`src/rtl/ysyx_22040759_divider_if.sv`:
```
// Request/response bundle between the EXU (master) and the iterative divider (slave).
interface ysyx_22040759_divider_if #(
  parameter int unsigned XLEN = 64
);
  logic            flush;
  logic            div_valid;
  logic            div_ready;
  logic [XLEN-1:0] dividend;
  logic [XLEN-1:0] divisor;
  logic            div_signed;
  logic            div_word;
  logic            res_valid;
  logic            res_ready;
  logic [XLEN-1:0] quotient;
  logic [XLEN-1:0] remainder;

  modport master (
    output flush, div_valid, dividend, divisor, div_signed, div_word, res_ready,
    input  div_ready, res_valid, quotient, remainder
  );

  modport slave (
    input  flush, div_valid, dividend, divisor, div_signed, div_word, res_ready,
    output div_ready, res_valid, quotient, remainder
  );
endinterface

```
`src/rtl/ysyx_22040759_divider.sv`:
```
// Iterative radix-2 restoring divider for RV64M DIV/DIVU/REM/REMU and W variants.
// One quotient bit per cycle; divide-by-zero and signed overflow resolve at accept.
module ysyx_22040759_divider #(
  parameter int unsigned XLEN  = 64,
  parameter int unsigned CNT_W = 7
) (
  input logic clk,
  input logic rst_n,
  ysyx_22040759_divider_if.slave bus
);
  localparam int unsigned HALF = XLEN / 2;

  typedef enum logic [1:0] {IDLE, BUSY, DONE} state_e;

  state_e            state_q, state_d;
  logic [CNT_W-1:0]  cnt_q, cnt_d;
  logic [XLEN-1:0]   prem_q, prem_d;   // partial remainder
  logic [XLEN-1:0]   dvd_q, dvd_d;     // dividend bits shift out the top, quotient bits shift in the bottom
  logic [XLEN-1:0]   dvs_q, dvs_d;     // divisor magnitude
  logic              word_q, word_d;
  logic              sgnq_q, sgnq_d;
  logic              sgnr_q, sgnr_d;
  logic [XLEN-1:0]   quo_q, quo_d;
  logic [XLEN-1:0]   rem_q, rem_d;

  logic [XLEN-1:0]   a_ext, b_ext, a_mag, b_mag, a_min;
  logic              a_neg, b_neg, div_zero, ovf;
  logic [XLEN:0]     shifted;
  logic              fits;
  logic [XLEN-1:0]   diff, prem_n, dvd_n;

  // Apply optional negation, then sign-extend from bit HALF-1 in W mode.
  function automatic logic [XLEN-1:0] fix(input logic [XLEN-1:0] v, input logic neg,
                                          input logic w);
    logic [XLEN-1:0] t;
    t = neg ? (~v + 1'b1) : v;
    return w ? {{HALF{t[HALF-1]}}, t[HALF-1:0]} : t;
  endfunction

  // Operand preparation: width select, extension, magnitudes and special-case detection.
  always_comb begin
    if (bus.div_word) begin
      a_ext = bus.div_signed ? {{HALF{bus.dividend[HALF-1]}}, bus.dividend[HALF-1:0]}
                             : {{HALF{1'b0}}, bus.dividend[HALF-1:0]};
      b_ext = bus.div_signed ? {{HALF{bus.divisor[HALF-1]}}, bus.divisor[HALF-1:0]}
                             : {{HALF{1'b0}}, bus.divisor[HALF-1:0]};
      a_min = {{(HALF+1){1'b1}}, {(HALF-1){1'b0}}};
    end else begin
      a_ext = bus.dividend;
      b_ext = bus.divisor;
      a_min = {1'b1, {(XLEN-1){1'b0}}};
    end
    a_neg    = bus.div_signed & a_ext[XLEN-1];
    b_neg    = bus.div_signed & b_ext[XLEN-1];
    a_mag    = a_neg ? (~a_ext + 1'b1) : a_ext;
    b_mag    = b_neg ? (~b_ext + 1'b1) : b_ext;
    div_zero = (b_ext == '0);
    ovf      = bus.div_signed && (a_ext == a_min) && (b_ext == '1);
  end

  // One restoring step: shift in the next dividend bit, subtract if it fits.
  always_comb begin
    shifted = {prem_q, dvd_q[XLEN-1]};
    fits    = (shifted >= {1'b0, dvs_q});
    diff    = shifted[XLEN-1:0] - dvs_q;
    prem_n  = fits ? diff : shifted[XLEN-1:0];
    dvd_n   = {dvd_q[XLEN-2:0], fits};
  end

  // Next-state and datapath update; flush overrides everything and keeps the old results.
  always_comb begin
    state_d = state_q;
    cnt_d   = cnt_q;
    prem_d  = prem_q;
    dvd_d   = dvd_q;
    dvs_d   = dvs_q;
    word_d  = word_q;
    sgnq_d  = sgnq_q;
    sgnr_d  = sgnr_q;
    quo_d   = quo_q;
    rem_d   = rem_q;
    if (bus.flush) begin
      state_d = IDLE;
    end else begin
      unique case (state_q)
        IDLE: begin
          if (bus.div_valid) begin
            word_d = bus.div_word;
            sgnq_d = a_neg ^ b_neg;
            sgnr_d = a_neg;
            if (div_zero) begin
              quo_d   = '1;
              rem_d   = fix(a_ext, 1'b0, bus.div_word);
              state_d = DONE;
            end else if (ovf) begin
              quo_d   = fix(a_ext, 1'b0, bus.div_word);
              rem_d   = '0;
              state_d = DONE;
            end else begin
              // W operands are pre-aligned to the top so iteration always consumes bit XLEN-1.
              cnt_d   = bus.div_word ? CNT_W'(HALF) : CNT_W'(XLEN);
              prem_d  = '0;
              dvd_d   = bus.div_word ? {a_mag[HALF-1:0], {HALF{1'b0}}} : a_mag;
              dvs_d   = b_mag;
              state_d = BUSY;
            end
          end
        end
        BUSY: begin
          prem_d = prem_n;
          dvd_d  = dvd_n;
          cnt_d  = cnt_q - 1'b1;
          // Sign correction is folded into the last step so BUSY lasts exactly N cycles.
          if (cnt_q == CNT_W'(1)) begin
            quo_d   = fix(dvd_n, sgnq_q, word_q);
            rem_d   = fix(prem_n, sgnr_q, word_q);
            state_d = DONE;
          end
        end
        DONE: begin
          if (bus.res_ready) state_d = IDLE;
        end
        default: state_d = IDLE;
      endcase
    end
  end

  // State and datapath registers.
  always_ff @(posedge clk or negedge rst_n) begin
    if (!rst_n) begin
      state_q <= IDLE;
      cnt_q   <= '0;
      prem_q  <= '0;
      dvd_q   <= '0;
      dvs_q   <= '0;
      word_q  <= 1'b0;
      sgnq_q  <= 1'b0;
      sgnr_q  <= 1'b0;
      quo_q   <= '0;
      rem_q   <= '0;
    end else begin
      state_q <= state_d;
      cnt_q   <= cnt_d;
      prem_q  <= prem_d;
      dvd_q   <= dvd_d;
      dvs_q   <= dvs_d;
      word_q  <= word_d;
      sgnq_q  <= sgnq_d;
      sgnr_q  <= sgnr_d;
      quo_q   <= quo_d;
      rem_q   <= rem_d;
    end
  end

  assign bus.div_ready = (state_q == IDLE);
  assign bus.res_valid = (state_q == DONE);
  assign bus.quotient  = quo_q;
  assign bus.remainder = rem_q;
endmodule

```
`src/flat_wrapper.sv`:
```
// flat-port wrapper written by rule: the top's interface ports become plain ports
module ysyx_22040759_divider_flat 
#(
  parameter int unsigned XLEN  = 64,
  parameter int unsigned CNT_W = 7
)
  (clk, rst_n, bus_flush, bus_div_valid, bus_dividend, bus_divisor, bus_div_signed, bus_div_word, bus_res_ready, bus_div_ready, bus_res_valid, bus_quotient, bus_remainder);
  ysyx_22040759_divider_if #(.XLEN(XLEN)) bus_i ();
  input logic clk;
  input logic rst_n;
  input wire logic [$bits(bus_i.flush)-1:0] bus_flush;
  input wire logic [$bits(bus_i.div_valid)-1:0] bus_div_valid;
  input wire logic [$bits(bus_i.dividend)-1:0] bus_dividend;
  input wire logic [$bits(bus_i.divisor)-1:0] bus_divisor;
  input wire logic [$bits(bus_i.div_signed)-1:0] bus_div_signed;
  input wire logic [$bits(bus_i.div_word)-1:0] bus_div_word;
  input wire logic [$bits(bus_i.res_ready)-1:0] bus_res_ready;
  output wire logic [$bits(bus_i.div_ready)-1:0] bus_div_ready;
  output wire logic [$bits(bus_i.res_valid)-1:0] bus_res_valid;
  output wire logic [$bits(bus_i.quotient)-1:0] bus_quotient;
  output wire logic [$bits(bus_i.remainder)-1:0] bus_remainder;
  assign bus_i.flush = bus_flush;
  assign bus_i.div_valid = bus_div_valid;
  assign bus_i.dividend = bus_dividend;
  assign bus_i.divisor = bus_divisor;
  assign bus_i.div_signed = bus_div_signed;
  assign bus_i.div_word = bus_div_word;
  assign bus_i.res_ready = bus_res_ready;
  assign bus_div_ready = bus_i.div_ready;
  assign bus_res_valid = bus_i.res_valid;
  assign bus_quotient = bus_i.quotient;
  assign bus_remainder = bus_i.remainder;
  ysyx_22040759_divider #(.XLEN(XLEN), .CNT_W(CNT_W)) u_core (.clk(clk), .rst_n(rst_n), .bus(bus_i));
endmodule
```
`config.mk`:
```
export PLATFORM = sky130hd
export DESIGN_NAME = ysyx_22040759_divider_flat
export DESIGN_NICKNAME = d
export VERILOG_FILES = /design/src/rtl/ysyx_22040759_divider_if.sv /design/src/rtl/ysyx_22040759_divider.sv /design/src/flat_wrapper.sv
export SDC_FILE = /design/constraint.sdc
export NUM_CORES = 1
export LEC_CHECK = 0
export ABC_CLOCK_PERIOD_IN_PS = 8300
export BUFFER_PORTS_ARGS = -buffer_cell sky130_fd_sc_hd__buf_2
export CELL_PAD_IN_SITES_DETAIL_PLACEMENT = 0
export CELL_PAD_IN_SITES_GLOBAL_PLACEMENT = 1
export CORE_MARGIN = 2
export CORE_UTILIZATION = 45
export DETAILED_ROUTE_END_ITERATION = 16
export HOLD_SLACK_MARGIN = 0.1
export PLACE_DENSITY_LB_ADDON = 0.1
export SKIP_CTS_REPAIR_TIMING = 1
export SYNTH_ARGS = -nofsm -noshare
export SYNTH_HDL_FRONTEND = slang
export SYNTH_SLANG_ARGS = --single-unit
```
`constraint.sdc`:
```
create_clock -name clk -period 8.3 [get_ports clk]
set_input_delay 2.49 -clock clk [delete_from_list [all_inputs] [get_ports clk]]
set_output_delay 2.49 -clock clk [all_outputs]
set_load 0.01 [all_outputs]
```
# --- Yosys cells after proc, flatten, opt, wreduce, memory -nomap -nowiden ---
# Index checks and enable logic that the tools add are counted.
word_totals:
  register_bits: 332
  output_inout_bits: 130
classes:
  n_addsub: 6
  magnitude_cmp: 1
  n_eq_ne: 13
  mux: 44
  n_bitwise: 10
  reduce_logical: 10
op_table:
  columns: ["operator", "count"]
  rows:
  - ["$mux 64", 27]
  - ["$pmux 64 s2", 4]
  - ["$add 64x1->64 const B", 4]
  - ["$not 64->64", 4]
  - ["$ge 65x64->1", 1]
  - ["$eq 64x64->1", 1]
  - ["$eq 64x64->1 const B", 1]
  - ["$logic_not 64->1", 1]
  - ["$sub 64x64->64", 1]
  - ["$mux 63", 1]
  - ["$mux 7", 4]
  - ["$reduce_and 5->1", 3]
  - ["$pmux 7 s2", 1]
  - ["$mux 2", 6]
  - ["$eq 7x1->1 const B", 1]
  - ["$sub 7x1->7 const B", 1]
  - ["$ne 2x2->1 const B", 3]
  - ["$ne 3x3->1 const B", 2]
  - ["$pmux 2 s3", 1]
  - ["$reduce_and 3->1", 2]
  - ["$ne 3x1->1 const B", 1]
  - ["$ne 3x2->1 const B", 1]
  - ["$not 1->1", 3]
  - ["$and 1x1->1", 2]
  - ["other kinds (7)", 8]

# --- Logic depth before layout (Yosys ltp) ---
# Gate-level depths: netlist (run 1).
depth:
  depth_word: 10
  mapped_depth: 29
  mapped_depth_nobuf: 21

# --- Least setup slack after synthesis (run 1) ---
# Ideal clock, no wire load.
synth_path:
  kind: "register -> register"
  from: "reg u_core.prem_q[13]"
  to: "reg u_core.rem_q[62], in the netlist u_core.bus.remainder[62]"
  arrival_ns: 5.865
  t_required_ns: 8.174
  setup_slack_ns: 2.308
  path_stages_with_launch: 28
  path_buffers: 8
  cell_sequence: "dfrtp_1 -> ha_1 -> buf_2 -> a21oi_1 -> o21ai_1 -> nor2_1 -> and3_1 -> o21a_1 -> buf_2 -> o21ai_4 -> buf_4 -> buf_2 -> buf_2 -> buf_2 -> buf_2 -> buf_2 -> nand2_1 -> o21ai_0 -> ha_1 -> nand2_1 -> nor4_1 -> nand3b_1 -> o41ai_2 -> nand3_2 -> or2_2 -> nor3_1 -> mux2_1 -> a221o_1"
synth_between:
  elab_chain_cells: 8
  word_cells_on_any_way: 9
  cone_classes: "2 x add/sub; 1 x order compare; 5 x mux; 1 x bitwise"
synth_lines:
  columns: ["item", "line", "text"]
  rows:
  - ["from (decl)", "ysyx_22040759_divider.sv:17", "logic [XLEN-1:0] prem_q, prem_d;"]
  - ["from (signal assigned)", "ysyx_22040759_divider.sv:144", "prem_q <= prem_d;"]
  - ["$sub 64x64->64 / $ge 65x64->1 (equally long branches)", "ysyx_22040759_divider.sv:65, ysyx_22040759_divider.sv:64", null]
  - ["$mux 64 (*)", "ysyx_22040759_divider.sv:66", "prem_n = fits ? diff : shifted[XLEN-1:0];"]
  - ["$not 64->64", "ysyx_22040759_divider.sv:36", "t = neg ? (~v + 1'b1) : v;"]
  - ["$add 64x1->64", "ysyx_22040759_divider.sv:36", null]
  - ["$mux 64 (*)", "ysyx_22040759_divider.sv:36", null]
  - ["$mux 64 (*)", "ysyx_22040759_divider.sv:37", "return w ? {{HALF{t[HALF-1]}}, t[HALF-1:0]} : t;"]
  - ["$mux 64 (*)", "ysyx_22040759_divider.sv:114", "if (cnt_q == CNT_W'(1)) begin"]
  - ["$pmux 64 s2 (*)", "ysyx_22040759_divider.sv:85", "unique case (state_q)"]
  - ["to (signal assigned)", "ysyx_22040759_divider.sv:151", "rem_q <= rem_d;"]
  - ["to (decl)", "ysyx_22040759_divider.sv:24", "logic [XLEN-1:0] rem_q, rem_d;"]
# Every way passes the cells marked *; elsewhere a longest branch is shown, timed or not. The select of a mux whose other input is x is not followed.
# A chain may end at the register's enable or synchronous reset.

# --- Worst setup path in the final report (run 1) ---
layout_path:
  from: "reg u_core.prem_q[6]"
  to: "reg u_core.rem_q[62], in the netlist u_core.bus.remainder[62]"
# The elaborated chain is that of the path after synthesis.

==> metrics.md, run 1 <==
| Metric | Value |
|---|---|
| Post-Syn Area per Cell | 7.676 um^2 |
| Number of port buffers | ~260 |
| Worst EP arrival | 7.23 ns |
| Die footprint | 62980 um^2 |
| WL/cell | 25.69 um |
| Cells after DPL | 4429 |
| First-pass GRT wire length | 171.2 mm |
| YS warnings | 0 |
| H-tree lvl count | 2 |
| Post-synth top flop | dfrtp_1 |
| Pwr dens | approximately 230 nW/um^2 |
| Total Negative Setup Slacks | 0 ns |
| Die width | 251.0 um |
| # fillers | 6032 |
| WS Path Type | reg -> reg |
| Layout cells sized above 1 | 12.74% |
| Iteration-0 DRC count of the detailed router | 3220 |
| Drt pass-1 iters | 6 |
| Post-detail-place hpwl | ~89 mm |
| Critical Path, Cell by Cell | ha_1 > nand4_1 > nor4_1 > nand4_1 > o21ai_1 > a221oi_2 > o21ai_4 > clkinv_2 > mux2i_1 > ha_1 > nand2_1 > nor4_1 > nand3b_1 > o41ai_2 > nand3_2 > or2_2 > nor3_1 > mux2_1 > a221o_1 |
| Total power | 7.154 mW |
| Final nets | just under 4000 |
| Slew Viols, Final | 0 |
| CTS root buffer | clkbuf_16 |
| Via count | 28920 |
| Area Overhead vs Synth | 11.36% |
| Clock Sinks | 332 |
| Drt drc | 0 |
| Status | complete, no violations |
| Area leader, netlist | dfrtp_1 |
| Reg2reg end | u_core.bus.remainder[62] |
| Starting density of the core | 45.47% |
| Max Fclk | between 0.1 and 0.15 GHz |
| IO Pins | 265 |
| Count of different cell masters after synthesis | 113 |
| Clock-pin slew on the worst setup and hold paths | 0.06 ns |
| Ys async rst share | 100.0% |
| CP Launch Point | u_core.prem_q[6] |
| Row cnt | 90 |
| Via count of the first global-routing pass | 26780 |
| Largest net degree at the start of global routing | approximately 170 |
| Max Buffers Root-to-Sink | 3 |
| Worst-case reg-to-reg path depth | 19 |
| Synth Net Count | 3782 |
| Max FO, Critical Path | 12 |
| Core Footprint | 60360 um^2 |
| Reg2Reg Launch Point | u_core.prem_q[6] |
| Flop-to-flop setup slack | around 1.6 ns |
| Placed inst area | 29190 um^2 |
| Worst-Margin Slew | 1.075 ns |
| LEAKAGE | 13.36 nW |
| Fin crit share | 81.30% |
| GRT Overall Usage | 35.54% |
| Clock Skews | 0.03311 ns |
| #FFs+latches synth | 332 |
| Slowest cell on the critical path | nor4_1 |
| DR vias/cell | 6.420 |
| Clk Latency, worst-skew pair | 0.61 ns |
| Placer Congestion | approximately 1 |
| Final instance area | 30560 um^2 |
| Initial antenna violation count | 6 |
| Final ANT Viol Nets | 0 |
| Cell count after synthesis | 3575 |
| Die height | 251.0 um |
| Top cells by area, synth | dfrtp_1 (30%), o21ai_0 (7.1%), nand2_1 (6.0%) |
| Layout Cells excl Fill | 4505 |
| Peak supply drop | 0.1524 mV |
| Final hold vios | 0 |
| EDFF count, synth | 0 |
| Relative slew slack | 27.42% |
| Crit path required time | just under 9 ns |
| Critical path endpoint | u_core.bus.remainder[62] |
| Setup-failing EPs final | 0 |
| Global route overflow | 0 |
| Num CTS Buffers | 42 |
| Routed wire length | between 100 and 150 mm |
| Unrepaired setup endpoints after global routing | false |
| Worst hold margin | 0.4861 ns |
| Critical path launch point type | flop |
| Sequential area share after synthesis | 30.27% |
| HP Class | reg -> reg |
| Mapped cell area | 27440 um^2 |
| Worst setup EP type | flop |
| Max incr delay on CP | 0.77 ns |
| Max_cap viols | 0 |
| Top cell type's share of synthesized area | 30.27% |
| Final Critical Period | 6.748 ns |
| CTS tree | done |
routing by layer:
layer | vias up | track usage [%] | share of wire, %
li1 | 13220 | - | -
met1 | 14050 | 48.83 | 43
met2 | 1405 | 56.67 | 45
met3 | 249 | 4.297 | 7.6
met4 | 2 | 14.93 | 4.6
met5 | - | 0 | 0.010
cells in the mapped netlist, drive strengths merged, types with 21 or more instances:
cell    instances
a211oi         40
a21o           30
a21oi         285
a221o          23
a221oi         30
a22o           43
a31oi          32
and2           22
and3           31
buf            77
clkbuf        164
dfrtp         332
ha             71
inv           114
mux2i          39
nand2         439
nand2b         30
nand3          60
nand4          65
nor2          354
nor3           93
nor4           43
o211ai         39
o21a           23
o21ai         414
o22ai          31
o31ai          66
o41ai          21
or3            43
xnor2         152
xor2          123
registers in the layout, summed over array words and instances (netlist names):
name	cells
u_core.sgnq_q	1
u_core.state_q	2
u_core.sgnr_q	1
u_core.bus.quotient	64
u_core.word_q	1
u_core.dvs_q	64
u_core.dvd_q	64
u_core.cnt_q	7
u_core.bus.remainder	64
u_core.prem_q	64
layout by cell type (no fill, tap or decap), types with 27 or more instances in the layout:
cell type and count:
nand2_1 437, buf_2 262, nor4_1 39, o21ai_0 391
o22ai_1 30, nand3_1 59, a22o_1 43, mux2i_1 39
clkbuf_16 42, o211ai_1 39, a221oi_1 27, ha_1 71
o31ai_1 62, buf_4 48, or3_1 42, xnor2_1 151
a211oi_1 39, a21o_1 30, nand4_1 64, nor2_1 351
inv_1 112, xor2_1 121, and3_1 31, nor3_1 92
a31oi_1 31, nand2b_1 28, dfrtp_1 331, a21oi_1 281
cells by family (layout without fill, tap and decap cells):
| family | Yosys count | count (layout) | synth area share (%) |
|---|---|---|---|
| AOI/OAI and AO/OA | 1200 | 1200 | 28.02 |
| xor gates and xnor gates | 275 | 275 | 8.900 |
| adders and majority gates | 72 | 72 | 3.310 |
| buffers and inverters | 356 | 503 | 5.248 |
| DFF | 332 | 332 | 30.27 |
| muxes | 59 | 59 | 2.257 |
| other | 0 | 1 | 0 |
| and+or+nand+nor | 1281 | 1281 | 21.99 |
critical path, delay by kind of cell, from the launching register on:
family / cells / cell delay [ns]
muxes: 2 / 0.63
and+or+nand+nor: 9 / 2.92
DFF: 1 / 0.50
adders and majority gates: 2 / 0.87
AOI/OAI and AO/OA: 5 / 1.47
buffers and inverters: 1 / 0.19
power by group:
| part | internal [mW] | switching [mW] |
|---|---|---|
| Clock | 1.08 | 0.797 |
| Sequential | 2.02 | 0.352 |
| Combinational | 1.04 | 1.87 |
worst min-delay path by stage:
stage / from / endpoint / slack, ns / cells after the start
5_1_grt: u_core.bus.quotient[2] / u_core.bus.quotient[2] / 0.51 / 2
3_3_place_gp: u_core.bus.quotient[2] / u_core.bus.quotient[2] / 0.46 / 2
4_1_cts: u_core.dvs_q[44] / u_core.dvs_q[44] / 0.49 / 2
2_1_floorplan: u_core.dvs_q[48] / u_core.dvs_q[48] / 0.45 / 2
3_5_place_dp: u_core.bus.quotient[16] / u_core.bus.quotient[16] / 0.47 / 1
6_report: u_core.bus.quotient[0] / u_core.bus.quotient[0] / 0.49 / 2
per-stage QoR:
step	utilization [%]	worst slack [ns]
final	50.63	1.552
after CTS	50.63	1.743
after floorplan	-	2.308
after global routing	50.63	1.205
after detailed placement	48.37	1.301
after global placement	48.37	1.389
layout make-up:
| cell class | count | area [um^2] | share of cell area (%) |
|---|---|---|---|
| diodes | 1 | 2.502 | 0.008188 |
| clock buffers | 58 | 1161 | 3.799 |
| clock inverters | 17 | 203.9 | 0.6673 |
| inverters | 115 | 432.9 | 1.417 |
| multi-input cells | 2887 | 17750 | 58.07 |
| flip-flops and latches | 332 | 8309 | 27.19 |
| well taps | 782 | 978.4 | 3.202 |
| repair buffers | 313 | 1727 | 5.650 |
No activity file was read; power rests on OpenSTA's default activity.
==> inputs of run 2 (changes only) <==
Settings changed: ABC_AREA set to 1, ABC_CLOCK_PERIOD_IN_PS 8300 to 6300, CORE_UTILIZATION 45 to 43.
Clock period 8.3 ns to 6.3 ns, I/O delays scaled along.
==> run 2 against run 1 <==
  * Global-route usage grew 4.8 points
  * Flip-flop and latch count is the same
  * Clock-buffer cell count grew 3
  * Clock skew shrank 0.0088 ns
  * Die area grew 14%
  * Combinational power grew to 2.5 times the previous value
  * Highest routed layer unchanged
  * Non-clock buffer count grew 2
  * Largest cell class unchanged
  * Final cell count grew 35%
  * Routed wire length grew 26%
==> metrics.md, run 2 <==
| Metric | Value |
|---|---|
| Setup-failing EPs final | 0 (unchanged) |
| Largest net degree at the start of global routing | 158 (-9.2%) |
| Fin crit share | 89.76% |
| Worst-Margin Slew | 1.060 ns (-0.01444 ns) |
| Via count of the first global-routing pass | 31790 (+19%) |
| Sequential area share after synthesis | 27.85% (-2.4 points) |
| Core Footprint | 68590 um^2 (+14%) |
| Crit path required time | 6.83 ns (-1.95 ns) |
| Count of different cell masters after synthesis | 63 (-44%) |
| Worst hold margin | 0.4693 ns (-0.01680 ns) |
| First-pass GRT wire length | 211.4 mm (+24%) |
| Iteration-0 DRC count of the detailed router | 4452 (+38%) |
| CTS tree | done |
| Cell count after synthesis | 4951 (+38%) |
| LEAKAGE | 17.68 nW (+32%) |
| Area leader, netlist | dfrtp_1 |
| CTS root buffer | clkbuf_16 |
| Via count | 34390 (+19%) |
| #FFs+latches synth | 332 (unchanged) |
| Most frequent cell after synthesis | nand2_1 |
| Hold path depth | 2 (unchanged) |
| Die height | 267.4 um (+6.6%) |
| Slowest cell on the critical path | nor2_1 |
| Relative slew slack | 29.32% (+1.9 points) |
| Routed wire length | 145.9 mm (+26%) |
| Number of port buffers | 264 (unchanged) |
| Die footprint | 71510 um^2 (+14%) |
| EDFF count, synth | 0 (unchanged) |
| Clk Latency, worst-skew pair | 0.59 ns (-0.02 ns) |
| Most common cell after layout, fill and taps aside | nand2_1 |
| Global route overflow | 0 (unchanged) |
| Total Negative Setup Slacks | 0 ns (unchanged) |
| Worst setup EP type | flop |
| Drt drc | 0 (unchanged) |
| Worst-case reg-to-reg path depth | 23 (+4) |
| IO Pins | 265 (unchanged) |
| Final ANT Viol Nets | 0 (unchanged) |
| Pwr dens | 404.9 nW/um^2 (+73%) |
| Clock Skews | 0.02426 ns (-0.008844 ns) |
| Post-Syn Area per Cell | 6.026 um^2 (-21%) |
| Worst EP arrival | 6.18 ns (-1.05 ns) |
| Post-synth top flop | dfrtp_1 |
| Top cell type's share of synthesized area | 27.85% (-2.4 points) |
| Layout cells sized above 1 | 9.812% (-2.9 points) |
| Commonest cells post-synth | nand2_1 (1556), inv_1 (687), nor2_1 (518) |
| Row cnt | 96 (+6.7%) |
| Area Overhead vs Synth | 11.88% |
| Final instance area | 33380 um^2 (+9.2%) |
| Max Fclk | 0.1768 GHz |
| DR vias/cell | 5.646 (-12%) |
| Status | complete, no violations |
| YS warnings | 0 (unchanged) |
| Post-detail-place hpwl | 117.1 mm (+31%) |
| Drt pass-1 iters | 6 (unchanged) |
| Clock-pin slew on the worst setup and hold paths | 0.06 ns (about the same) |
| Stages on worst setup path | 19 (unchanged) |
| Synth Net Count | 5158 (+36%) |
| Max_cap viols | 0 (unchanged) |
| Final nets | 5337 (+37%) |
| Top cells by area, synth | dfrtp_1 (28%), nand2_1 (20%), inv_1 (8.6%) |
| Starting density of the core | 43.50% (-2.0 points) |
| GRT Overall Usage | 40.32% (+4.8 points) |
| Mapped cell area | 29830 um^2 (+8.7%) |
| Initial antenna violation count | 4 (-2) |
| Max incr delay on CP | 0.42 ns (-0.35 ns) |
| WL/cell | 23.96 um (-6.7%) |
| # fillers | 7544 (+25%) |
| Placer Congestion | 1.041 (+5.0%) |
| Critical Path, Cell by Cell | buf_2 > inv_1 > ha_1 > inv_1 > nor2_1 > inv_1 > nor2_1 > nand2_1 > nor4_1 > nand3_1 > nor3_1 > nand3_1 > nand3_1 > nand2_4 > buf_12 > a21oi_2 > buf_4 > o21ai_0 > nand2_1 |
| Unrepaired setup endpoints after global routing | false |
| Clock Sinks | 332 (unchanged) |
| Total power | 13.51 mW (+89%) |
| HP Class | reg -> reg |
| Max Buffers Root-to-Sink | 3 (unchanged) |
| CP bufs+invs | 6 (+5) |
| WS Path Type | in -> reg |
| Critical path launch point type | input port |
| Final Core Density | 48.67% (-2.0 points) |
| H-tree lvl count | 2 (unchanged) |
| Peak supply drop | 0.2066 mV (+36%) |
| Placed inst area | 32020 um^2 (+9.7%) |
| Commonest non-fill, non-tap cells in the layout | nand2_1 (1553), inv_1 (686), nor2_1 (514) |
| CP delay by family, top | simple AND/OR/NAND/NOR gates |
| Max FO, Critical Path | 157 (+145) |
| Final Critical Period | 5.655 ns |
| Ys async rst share | 100.0% (unchanged) |
| Num CTS Buffers | 42 (unchanged) |
| Final hold vios | 0 (unchanged) |
| Die width | 267.4 um (+6.6%) |
| Slew Viols, Final | 0 (unchanged) |
==> run 2: cell count changes after synthesis, sizes merged, moves of 49 or more <==
cell / before / now
inv: 114 / 717
nand2: 439 / 1579
clkbuf: 164 / 115
nand3: 60 / 322
nor2: 354 / 551
xnor2: 152 / 38
==> run 2: power breakdown <==
part	leakage [nW]	internal, mW	switching (mW)
logic	12.8	2.14	5.19
registers	4.25	2.86	0.840
clock network	0.666	1.46	1.03
==> run 2: worst paths after layout <==
| check | from | slack [ns] | to |
|---|---|---|---|
| max in group asynchronous | rst_n | 3.71 | u_core.prem_q[59] |
| worst min register to register | u_core.bus.remainder[46] | 0.47 | u_core.bus.remainder[46] |
| worst min-delay path | u_core.bus.remainder[46] | 0.47 | u_core.bus.remainder[46] |
| worst max-delay path | bus_dividend[0] | 0.64 | u_core.bus.quotient[40] |
| min in group asynchronous | rst_n | 1.28 | u_core.dvs_q[19] |
| worst max register to register | u_core.dvs_q[62] | 0.75 | u_core.bus.remainder[42] |
==> run 2: stage by stage <==
| stage | std cells | setup WS [ns] |
|---|---|---|
| 6_report | 6091 | 0.6450 |
| 4_1_cts | 6088 | 0.9091 |
| 3_3_place_gp | 6017 | 0.4769 |
| 5_1_grt | 6088 | 0.4136 |
| 2_1_floorplan | 4951 | 1.779 |
| 3_5_place_dp | 6017 | 0.4865 |
==> run 2: cells by family (layout without fill, tap and decap cells) <==
kind of cell	after synthesis	in the layout	synth area share, %
DFF	332	332	27.85
AOI/OAI and AO/OA	765	765	14.31
and+or+nand+nor	2723	2723	38.38
buffers and inverters	907	1113	11.95
adders and majority gates	72	72	3.045
other	0	3	0
xor gates and xnor gates	152	152	4.462
==> run 2: worst min-delay path: stages (launching register included) <==
cell	delay, ns
dfrtp_1	0.33
nand2_1	0.05
nand2_1	0.05
==> run 2: layer usage <==
| metal | global-route usage [%] | vias up | routed length (um) |
|---|---|---|---|
| li1 | - | 16250 | - |
| met2 | 57.33 | 1846 | 58950 |
| met1 | 58.49 | 16010 | 64360 |
| met3 | 11.09 | 274 | 17430 |
| met4 | 12.68 | 6 | 5030 |
| met5 | 0.9702 | - | 157 |
==> run 2: area by class of cell <==
class                      count  area [um^2]  area share, %
inverter                     727         2736          8.198
clock inverter                10        131.4         0.3936
sequential                   332         8309          24.89
multi-input combinational   3712        18000          53.94
tap                          931         1165          3.490
clock buffer                  61         1224          3.666
antenna                        3        7.507        0.02249
timing repair buffer         315         1802          5.398
